`src/rtl/seq_sub_16_bit_if.sv`:
```
// Start/busy/done handshake and operand/result bus for the sequential subtractor.
// Flag signals zero/ovf exist only when SUB_FLAGS_EN is defined.
interface seq_sub_16_bit_if #(
    parameter int WIDTH = 16
);
    logic             start;
    logic [WIDTH-1:0] a;
    logic [WIDTH-1:0] b;
    logic             bin;
    logic             busy;
    logic             done;
    logic [WIDTH-1:0] diff;
    logic             bout;
`ifdef SUB_FLAGS_EN
    logic             zero;
    logic             ovf;

    modport master (output start, a, b, bin, input busy, done, diff, bout, zero, ovf);
    modport slave  (input start, a, b, bin, output busy, done, diff, bout, zero, ovf);
`else
    modport master (output start, a, b, bin, input busy, done, diff, bout);
    modport slave  (input start, a, b, bin, output busy, done, diff, bout);
`endif
endinterface

```
`src/rtl/seq_sub_16_bit.sv`:
```
// Multi-cycle subtractor: diff = a - b - bin, one BITS_PER_CYCLE slice per clock.
// Optional zero/ovf flags are built when SUB_FLAGS_EN is defined.
//
// state | meaning
// IDLE  | waiting for start, result registers hold last result
// BUSY  | processing one slice per cycle, N cycles total
// DONE  | one-cycle done pulse, then back to IDLE
module seq_sub_16_bit #(
    parameter int WIDTH          = 16,
    parameter int BITS_PER_CYCLE = 1
) (
    input  logic              clk,
    input  logic              rst_n,
    seq_sub_16_bit_if.slave   bus
);
    localparam int BPC = BITS_PER_CYCLE;
    localparam int N   = WIDTH / BPC;
    localparam int CW  = $clog2(N) + 1;

    typedef enum logic [1:0] {S_IDLE, S_BUSY, S_DONE} state_t;

    state_t           state_q;
    logic [WIDTH-1:0] a_q;
    logic [WIDTH-1:0] b_q;
    logic [WIDTH-1:0] res_q;
    logic [WIDTH-1:0] diff_q;
    logic [CW-1:0]    cnt_q;
    logic             borrow_q;
    logic             bout_q;
    logic             busy_q;
    logic             done_q;

    logic [BPC:0]     slice_d;
    logic [WIDTH-1:0] res_d;
    logic             last_d;

`ifdef SUB_FLAGS_EN
    logic             zero_q;
    logic             ovf_q;
    logic             a_msb_q;
    logic             b_msb_q;
`endif

    always_comb begin
        slice_d = {1'b0, a_q[BPC-1:0]} - {1'b0, b_q[BPC-1:0]} - (BPC+1)'(borrow_q);
        // new slice enters at the MSB end; after N shifts slice 0 sits at bit 0
        res_d   = (res_q >> BPC) | (WIDTH'(slice_d[BPC-1:0]) << (WIDTH - BPC));
        last_d  = (cnt_q == CW'(N - 1));
    end

    always_ff @(posedge clk or negedge rst_n) begin
        if (!rst_n) begin
            state_q  <= S_IDLE;
            a_q      <= '0;
            b_q      <= '0;
            res_q    <= '0;
            diff_q   <= '0;
            cnt_q    <= '0;
            borrow_q <= 1'b0;
            bout_q   <= 1'b0;
            busy_q   <= 1'b0;
            done_q   <= 1'b0;
`ifdef SUB_FLAGS_EN
            zero_q   <= 1'b0;
            ovf_q    <= 1'b0;
            a_msb_q  <= 1'b0;
            b_msb_q  <= 1'b0;
`endif
        end else begin
            case (state_q)
                S_IDLE: begin
                    if (bus.start) begin
                        a_q      <= bus.a;
                        b_q      <= bus.b;
                        borrow_q <= bus.bin;
                        res_q    <= '0;
                        cnt_q    <= '0;
                        busy_q   <= 1'b1;
                        state_q  <= S_BUSY;
`ifdef SUB_FLAGS_EN
                        a_msb_q  <= bus.a[WIDTH-1];
                        b_msb_q  <= bus.b[WIDTH-1];
`endif
                    end
                end
                S_BUSY: begin
                    a_q      <= a_q >> BPC;
                    b_q      <= b_q >> BPC;
                    borrow_q <= slice_d[BPC];
                    res_q    <= res_d;
                    cnt_q    <= cnt_q + CW'(1);
                    if (last_d) begin
                        diff_q  <= res_d;
                        bout_q  <= slice_d[BPC];
                        busy_q  <= 1'b0;
                        done_q  <= 1'b1;
                        state_q <= S_DONE;
`ifdef SUB_FLAGS_EN
                        zero_q  <= (res_d == '0);
                        // operands of opposite sign and result sign differs from minuend
                        ovf_q   <= (a_msb_q ^ b_msb_q) & (res_d[WIDTH-1] ^ a_msb_q);
`endif
                    end
                end
                S_DONE: begin
                    done_q  <= 1'b0;
                    state_q <= S_IDLE;
                end
                default: begin
                    busy_q  <= 1'b0;
                    done_q  <= 1'b0;
                    state_q <= S_IDLE;
                end
            endcase
        end
    end

    assign bus.busy = busy_q;
    assign bus.done = done_q;
    assign bus.diff = diff_q;
    assign bus.bout = bout_q;
`ifdef SUB_FLAGS_EN
    assign bus.zero = zero_q;
    assign bus.ovf  = ovf_q;
`endif

endmodule

```
`src/flat_wrapper.sv`:
```
// flat-port wrapper written by rule: the top's interface ports become plain ports
module seq_sub_16_bit_flat 
#(
    parameter int WIDTH          = 16,
    parameter int BITS_PER_CYCLE = 1
)
  (clk, rst_n, bus_start, bus_a, bus_b, bus_bin, bus_busy, bus_done, bus_diff, bus_bout);
  seq_sub_16_bit_if #(.WIDTH(WIDTH)) bus_i ();
  input  logic clk;
  input  logic rst_n;
  input wire logic [$bits(bus_i.start)-1:0] bus_start;
  input wire logic [$bits(bus_i.a)-1:0] bus_a;
  input wire logic [$bits(bus_i.b)-1:0] bus_b;
  input wire logic [$bits(bus_i.bin)-1:0] bus_bin;
  output wire logic [$bits(bus_i.busy)-1:0] bus_busy;
  output wire logic [$bits(bus_i.done)-1:0] bus_done;
  output wire logic [$bits(bus_i.diff)-1:0] bus_diff;
  output wire logic [$bits(bus_i.bout)-1:0] bus_bout;
  assign bus_i.start = bus_start;
  assign bus_i.a = bus_a;
  assign bus_i.b = bus_b;
  assign bus_i.bin = bus_bin;
  assign bus_busy = bus_i.busy;
  assign bus_done = bus_i.done;
  assign bus_diff = bus_i.diff;
  assign bus_bout = bus_i.bout;
  seq_sub_16_bit #(.WIDTH(WIDTH), .BITS_PER_CYCLE(BITS_PER_CYCLE)) u_core (.clk(clk), .rst_n(rst_n), .bus(bus_i));
endmodule
```
`config.mk`:
```
export PLATFORM = sky130hd
export DESIGN_NAME = seq_sub_16_bit_flat
export DESIGN_NICKNAME = d
export VERILOG_FILES = /design/src/rtl/seq_sub_16_bit_if.sv /design/src/rtl/seq_sub_16_bit.sv /design/src/flat_wrapper.sv
export SDC_FILE = /design/constraint.sdc
export NUM_CORES = 1
export LEC_CHECK = 0
export BUFFER_PORTS_ARGS = -buffer_cell sky130_fd_sc_hd__buf_4
export CORE_MARGIN = 1
export CORE_UTILIZATION = 30
export CTS_CLUSTER_SIZE = 8
export DETAILED_ROUTE_END_ITERATION = 8
export RECOVER_POWER = 25
export SLEW_MARGIN = 0
export SYNTH_ARGS = -nofsm -noshare
export SYNTH_HDL_FRONTEND = slang
export SYNTH_SLANG_ARGS = --single-unit
```
`constraint.sdc`:
```
create_clock -name clk -period 2.7 [get_ports clk]
set_clock_uncertainty 0.15 [all_clocks]
set_input_delay 0.405 -clock clk [delete_from_list [all_inputs] [get_ports clk]]
set_output_delay 0.405 -clock clk [all_outputs]
set_load 0.03 [all_outputs]
```
==> results of run 1 <==
==> layout by cell type (no fill, tap or decap), types with 2 or more instances in the layout <==
cell,instances
and2b_1,8
clkinv_2,2
bufinv_16,2
nand2_1,24
and2_1,2
dfrtp_1,74
clkbuf_8,10
mux2_4,16
nor2b_1,9
nor2_1,2
a22o_1,15
inv_1,6
a21oi_1,16
ha_1,2
a22oi_1,31
o21ai_0,39
buf_4,60
==> per-stage QoR <==
stage          hold slack [ps]  utilization, %  std cells
2_1_floorplan           -40.59               -        279
3_3_place_gp             315.2           35.90        454
3_5_place_dp             321.2           35.90        454
4_1_cts                  67.95           37.99        470
6_report                 162.8           37.97        470
5_1_grt                  162.7           37.97        470
==> flip-flops by register name, indices dropped and copies added, names as in the netlist, 2 cells and up <==
register         count
u_core.state_q       2
u_core.a_q          16
u_core.b_q          16
u_core.cnt_q         5
u_core.bus.diff     16
u_core.res_q        15
==> worst max-delay path, stage by stage, from the launching register on <==
cell	delay, ps
dfrtp_1	860
o21bai_2	510
buf_4	300
nand2_1	70
o21ai_0	70
==> metal layers <==
| metal | vias up | share of wire (%) |
|---|---|---|
| li1 | 1107 | - |
| met2 | 47 | 47 |
| met4 | 0 | 1.3 |
| met1 | 1121 | 48 |
| met5 | - | 0 |
| met3 | 8 | 4.3 |
==> worst paths after layout <==
kind | from | slack [ps] | endpoint | cells after the start
max in group asynchronous | rst_n | 940 | u_core.b_q[12] | 1
worst max-delay path | u_core.state_q[1] | 660 | u_core.b_q[12] | 4
min in group asynchronous | rst_n | 360 | u_core.bus.diff[0] | 1
worst max register to register | u_core.state_q[1] | 660 | u_core.b_q[12] | 4
worst min-delay path | bus_b[15] | 160 | u_core.b_q[15] | 2
worst min register to register | u_core.b_q[9] | 340 | u_core.b_q[9] | 2
==> Yosys cell counts, drive strengths merged <==
cell / count
and3: 1
mux2: 16
nor2: 2
inv: 6
fa: 1
a32o: 1
a21oi: 16
a2bb2oi: 1
nand3: 1
buf: 18
nand3b: 1
o31ai: 1
and2: 2
a22oi: 31
dfrtp: 74
a22o: 15
nand2: 24
clkbuf: 4
and2b: 8
o21ai: 40
nor3b: 1
nand2b: 1
ha: 2
a31oi: 1
o21bai: 1
nor2b: 10
==> cells by family (layout without fill, tap and decap cells) <==
group / count (synthesis) / in the layout / share of synthesized area, %
adders and majority gates: 3 / 3 / 1.375
AOI/OAI and AO/OA: 107 / 107 / 21.01
buffers and inverters: 28 / 83 / 5.271
and+or+nand+nor: 51 / 51 / 8.480
DFF: 74 / 74 / 56.53
muxes: 16 / 16 / 7.334
==> final cells by class <==
class | count | area, sq um | area share, %
Clock buffer | 11 | 141.4 | 3.559
Multi-Input combinational cell | 177 | 1254 | 31.56
Timing Repair Buffer | 61 | 455.4 | 11.46
Tap cell | 136 | 170.2 | 4.283
Inverter | 6 | 22.52 | 0.5669
Sequential cell | 74 | 1852 | 46.61
Clock inverter | 5 | 77.57 | 1.953
==> power breakdown <==
part / leakage [uW] / total, uW / switching, uW / internal [uW]
Combinational: 0.000832 / 1430 / 766 / 668
Sequential: 0.000970 / 1830 / 294 / 1530
Clock: 0.000109 / 938 / 396 / 543
Total: 0.00191 / 4200 / 1460 / 2740
==> out/results.tsv, run 1 <==
metric	value	unit
final_area	0.003973	sq mm
cts_resized	0	
insertion_delay	340	ps
drv_cap	1	
drive_above_1_share	28.44	%
coreArea	0.01046	sq mm
rsz0062_at_grt	false	
grt_use_met1	17.86	%
root_buffer	clkbuf_8	
nFillCells	1073	
drc	0	
grt_overflow_total	0	
row_count	37	
critPathRequiredTime	2810	ps
grt.met3_usage	3.863	%
ant_nets	0	
fp.dieH	106.5	um
yosysSeqAreaShare	56.53	%
outcome	complete, but fails checks	
synth_area_leaders	dfrtp_1 57%, mux2_4 7.3%, a22oi_1 7.1%, o21ai_0 6.0%, a22o_1 4.0%	
ys_ff_latch	74	
synth_top_area_share	56.53	%
grt_max_degree	75	
finalHoldViolCount	0	
portBuffers	54	
cts_tree	built	
initial_core_util	31.31	%
min_period_over_period	75.39	%
grt_pass1_vias	2271	
fmax	491.3	MHz
tightest_slew	1798	ps
antenna_found_initial	0	
crit_path_max_fanout	24	
min_period	2035	ps
worstPathArrival	2150	ps
cts.sinks	74	
yosys_warnings	0	
path_class	reg -> reg	
power.total	4199	uW
antenna_cells	0	
yosysTopAreaCell	dfrtp_1	
viasPerCell	4.857	
drt_first_pass_iters	4	
power-per-cell-area	1057	mW/mm^2
setup_viol	0	
end_kind	register	
synthCells	279	
synth_area	0.003276	sq mm
clkSlewWorstSetupHoldPaths	80	ps
die_area	0.01134	sq mm
grt_most_used_layer	met2	
grt_pass1_wl	11490	um
start_kind	register	
routedWlPerCell	14.41	um
pre_cts_slack	661.5	ps
placed_area	0.003756	sq mm
hold_class	in -> reg	
cts_htree_levels	3	
fin_setup_tns	0	ps
drtIter0Drc	127	
gp_congestion	0.7163	
cts_setup_buffers	0	
slew_violations	75	
vdd_drop_max	0.0004005	V
cts_hold_buf	0	
num_vias	2283	
avgSynthCellArea	11.74	sq um
yosysUniqueCellTypes	31	
worst_slack	664.6	ps
violations	max-capacitance violations, max-slew violations	
synth_nets	318	
track_usage	12.94	%
final_nets	368	
cts_made_buffers	9	
met2_usage	19.25	%
p_leak	0.001911	uW
area_growth	21.28	%
max_slew_margin	-19.87	%
place_hpwl	4402	um
fp.dieW	106.5	um
io_pins	55	
wl	6772	um
cts_buffer_depth	2	
Note: power is estimated with default switching activity, not from simulation.
==> inputs of run 2 (changes only) <==
Clock period 2.7 ns to 1.8 ns, I/O delays scaled along.
==> run 2 against run 1 <==
  * The flow now finishes without violations
  * First-iteration DRC count fell by 4.7%
  * Setup slack got worse by 660 ps
  * Sequential share of layout area fell by 2.3 points
  * Maximum frequency rose by 13%
  * Core utilization rose by 1.9 points
==> out/results.tsv, run 2 (synthesized netlist as in run 1, its figures left out) <==
metric	value	unit	change
path_class	reg -> reg		
critPathRequiredTime	1880	ps	-930 ps
hold_slack	29.58	ps	-133.2 ps
crit_path_max_fanout	7		-71%
gp_congestion	0.7364		+2.8%
setup_viol	0		unchanged
viasPerCell	4.871		+0.27%
die_area	0.01134	sq mm	unchanged
max_slew_margin	40.02	%	+60 points
drv_cap	0		-1
clkSlewWorstSetupHoldPaths	80	ps	about the same
fp.dieW	106.5	um	unchanged
cts_buffer_depth	2		unchanged
power-per-cell-area	1542	mW/mm^2	+46%
initial_core_util	31.31	%	unchanged
insertion_delay	340	ps	about the same
drive_above_1_share	32.76	%	+4.3 points
start_kind	register		
routedWlPerCell	14.93	um	+3.6%
final_area	0.004177	sq mm	+5.1%
portBuffers	54		unchanged
grt_pass1_wl	11730	um	+2.1%
crit-reg2reg-launch	u_core.cnt_q[0]		
drt_first_pass_iters	4		unchanged
fp.dieH	106.5	um	unchanged
row_count	37		unchanged
slew_violations	0		-100%
ant_nets	0		unchanged
area_growth	27.50	%	
antenna_cells	0		unchanged
io_pins	55		unchanged
cts.sinks	74		unchanged
grt_pass1_vias	2288		+0.75%
worstHoldStart	bus_b[15]		
antenna_found_initial	0		unchanged
place_hpwl	4749	um	+7.9%
num_vias	2372		+3.9%
cts_htree_levels	3		unchanged
wl	7269	um	+7.3%
final_nets	385		+4.6%
worst_slack	0.2465	ps	-664.3 ps
placed_area	0.003899	sq mm	+3.8%
cp_slowest_cell	dfrtp_1		
grt_max_degree	35		-53%
drtIter0Drc	121		-4.7%
cts_made_buffers	9		unchanged
rsz0062_at_grt	true		
worstPathArrival	1880	ps	-270 ps
crit_path_max_incr_delay	390	ps	-470 ps
pre_cts_slack	-15.72	ps	-677.2 ps
drc	0		unchanged
tightest_slew	899.7	ps	-898.4 ps
hold_class	in -> reg		
track_usage	13.30	%	+0.37 points
worstPathCellList	ha_2, and3_4, ha_4, nand3b_4, clkbuf_16, mux2_4		
min_period_over_period	99.99	%	+25 points
fin_setup_tns	0	ps	unchanged
vdd_drop_max	0.0007188	V	+79%
p_leak	0.002019	uW	+5.6%
critPathLaunch	u_core.cnt_q[0]		
cts_tree	built		
min_period	1800	ps	-235.7 ps
grt_overflow_total	0		unchanged
dp.cells	466		+2.6%
end_kind	register		
layout_common_cells	74 x dfrtp_1, 69 x buf_4, 39 x o21ai_0		
finalHoldViolCount	0		unchanged
root_buffer	clkbuf_8		
coreArea	0.01046	sq mm	unchanged
fmax	555.6	MHz	+13%
stdcell_count	487		+3.6%
layout_commonest_cell	dfrtp_1		
outcome	finished, final reports clean		
==> run 2: cell count changes in the layout (fill, tap and decap cells not counted), sizes merged <==
cell and change:
clkbuf +2, dlygate4sd3 +1, clkinv +1, buf +14, bufinv -1
==> run 2: path summary, 6_finish.rpt <==
path,endpoint,slack [ps],depth (start not counted)
max,u_core.bus.diff[6],0.2,6
min,u_core.b_q[15],30,2
min in group asynchronous,u_core.state_q[1],440,2
max in group asynchronous,u_core.bus.diff[3],310,3
min reg2reg,u_core.b_q[4],340,2
max reg2reg,u_core.bus.diff[6],0.2,6
==> run 2: area by class of cell <==
type / count / area [sq um]
clock inverters: 5 / 52.55
inverters: 6 / 22.52
repair buffers: 78 / 654.4
well taps: 136 / 170.2
clock buffers: 11 / 151.4
multi-input cells: 177 / 1274
flip-flops and latches: 74 / 1852
fillers: 1061 / 6286
==> run 2: timing repair <==
| item | 4_1_cts | 5_1_grt |
|---|---|---|
| hold endpoints to repair | 31 | 0 |
| resized for setup | 2 | 2 |
| gates cloned | 0 | 1 |
| endpoints found under the setup margin | 16 | 16 |
| buffers inserted | 1 | 2 |
| hold buffers | 1 | 0 |
==> run 2: metal layers <==
| layer | track usage (%) | vias up | part of all wire (%) |
|---|---|---|---|
| met5 | 0 | - | 0 |
| met4 | 4.501 | 0 | 1.1 |
| met3 | 3.372 | 9 | 3.3 |
| met2 | 21.29 | 51 | 50 |
| met1 | 17.50 | 1179 | 46 |
| li1 | - | 1133 | - |
==> run 2: report_power, final <==
| group | internal (uW) | total (uW) | leakage (uW) | switching [uW] |
|---|---|---|---|---|
| Sequential | 2300 | 2770 | 0.000970 | 470 |
| Clock | 709 | 1320 | 0.000105 | 608 |
| Combinational | 1170 | 2360 | 0.000944 | 1190 |
==> run 2: stage by stage <==
stage,total power (uW),utilization [%]
2_1_floorplan,4260,-
3_3_place_gp,5039,37.26
3_5_place_dp,5104,37.26
4_1_cts,6464,39.44
5_1_grt,6896,39.92
6_report,6440,39.92
==> run 2: critical path: cells and delay by family, from the launching register on <==
kind / cells / cell delay [ps]
adders and majority gates: 2 / 370
DFF: 1 / 390
muxes: 1 / 290
buffers and inverters: 1 / 170
and+or+nand+nor: 2 / 300
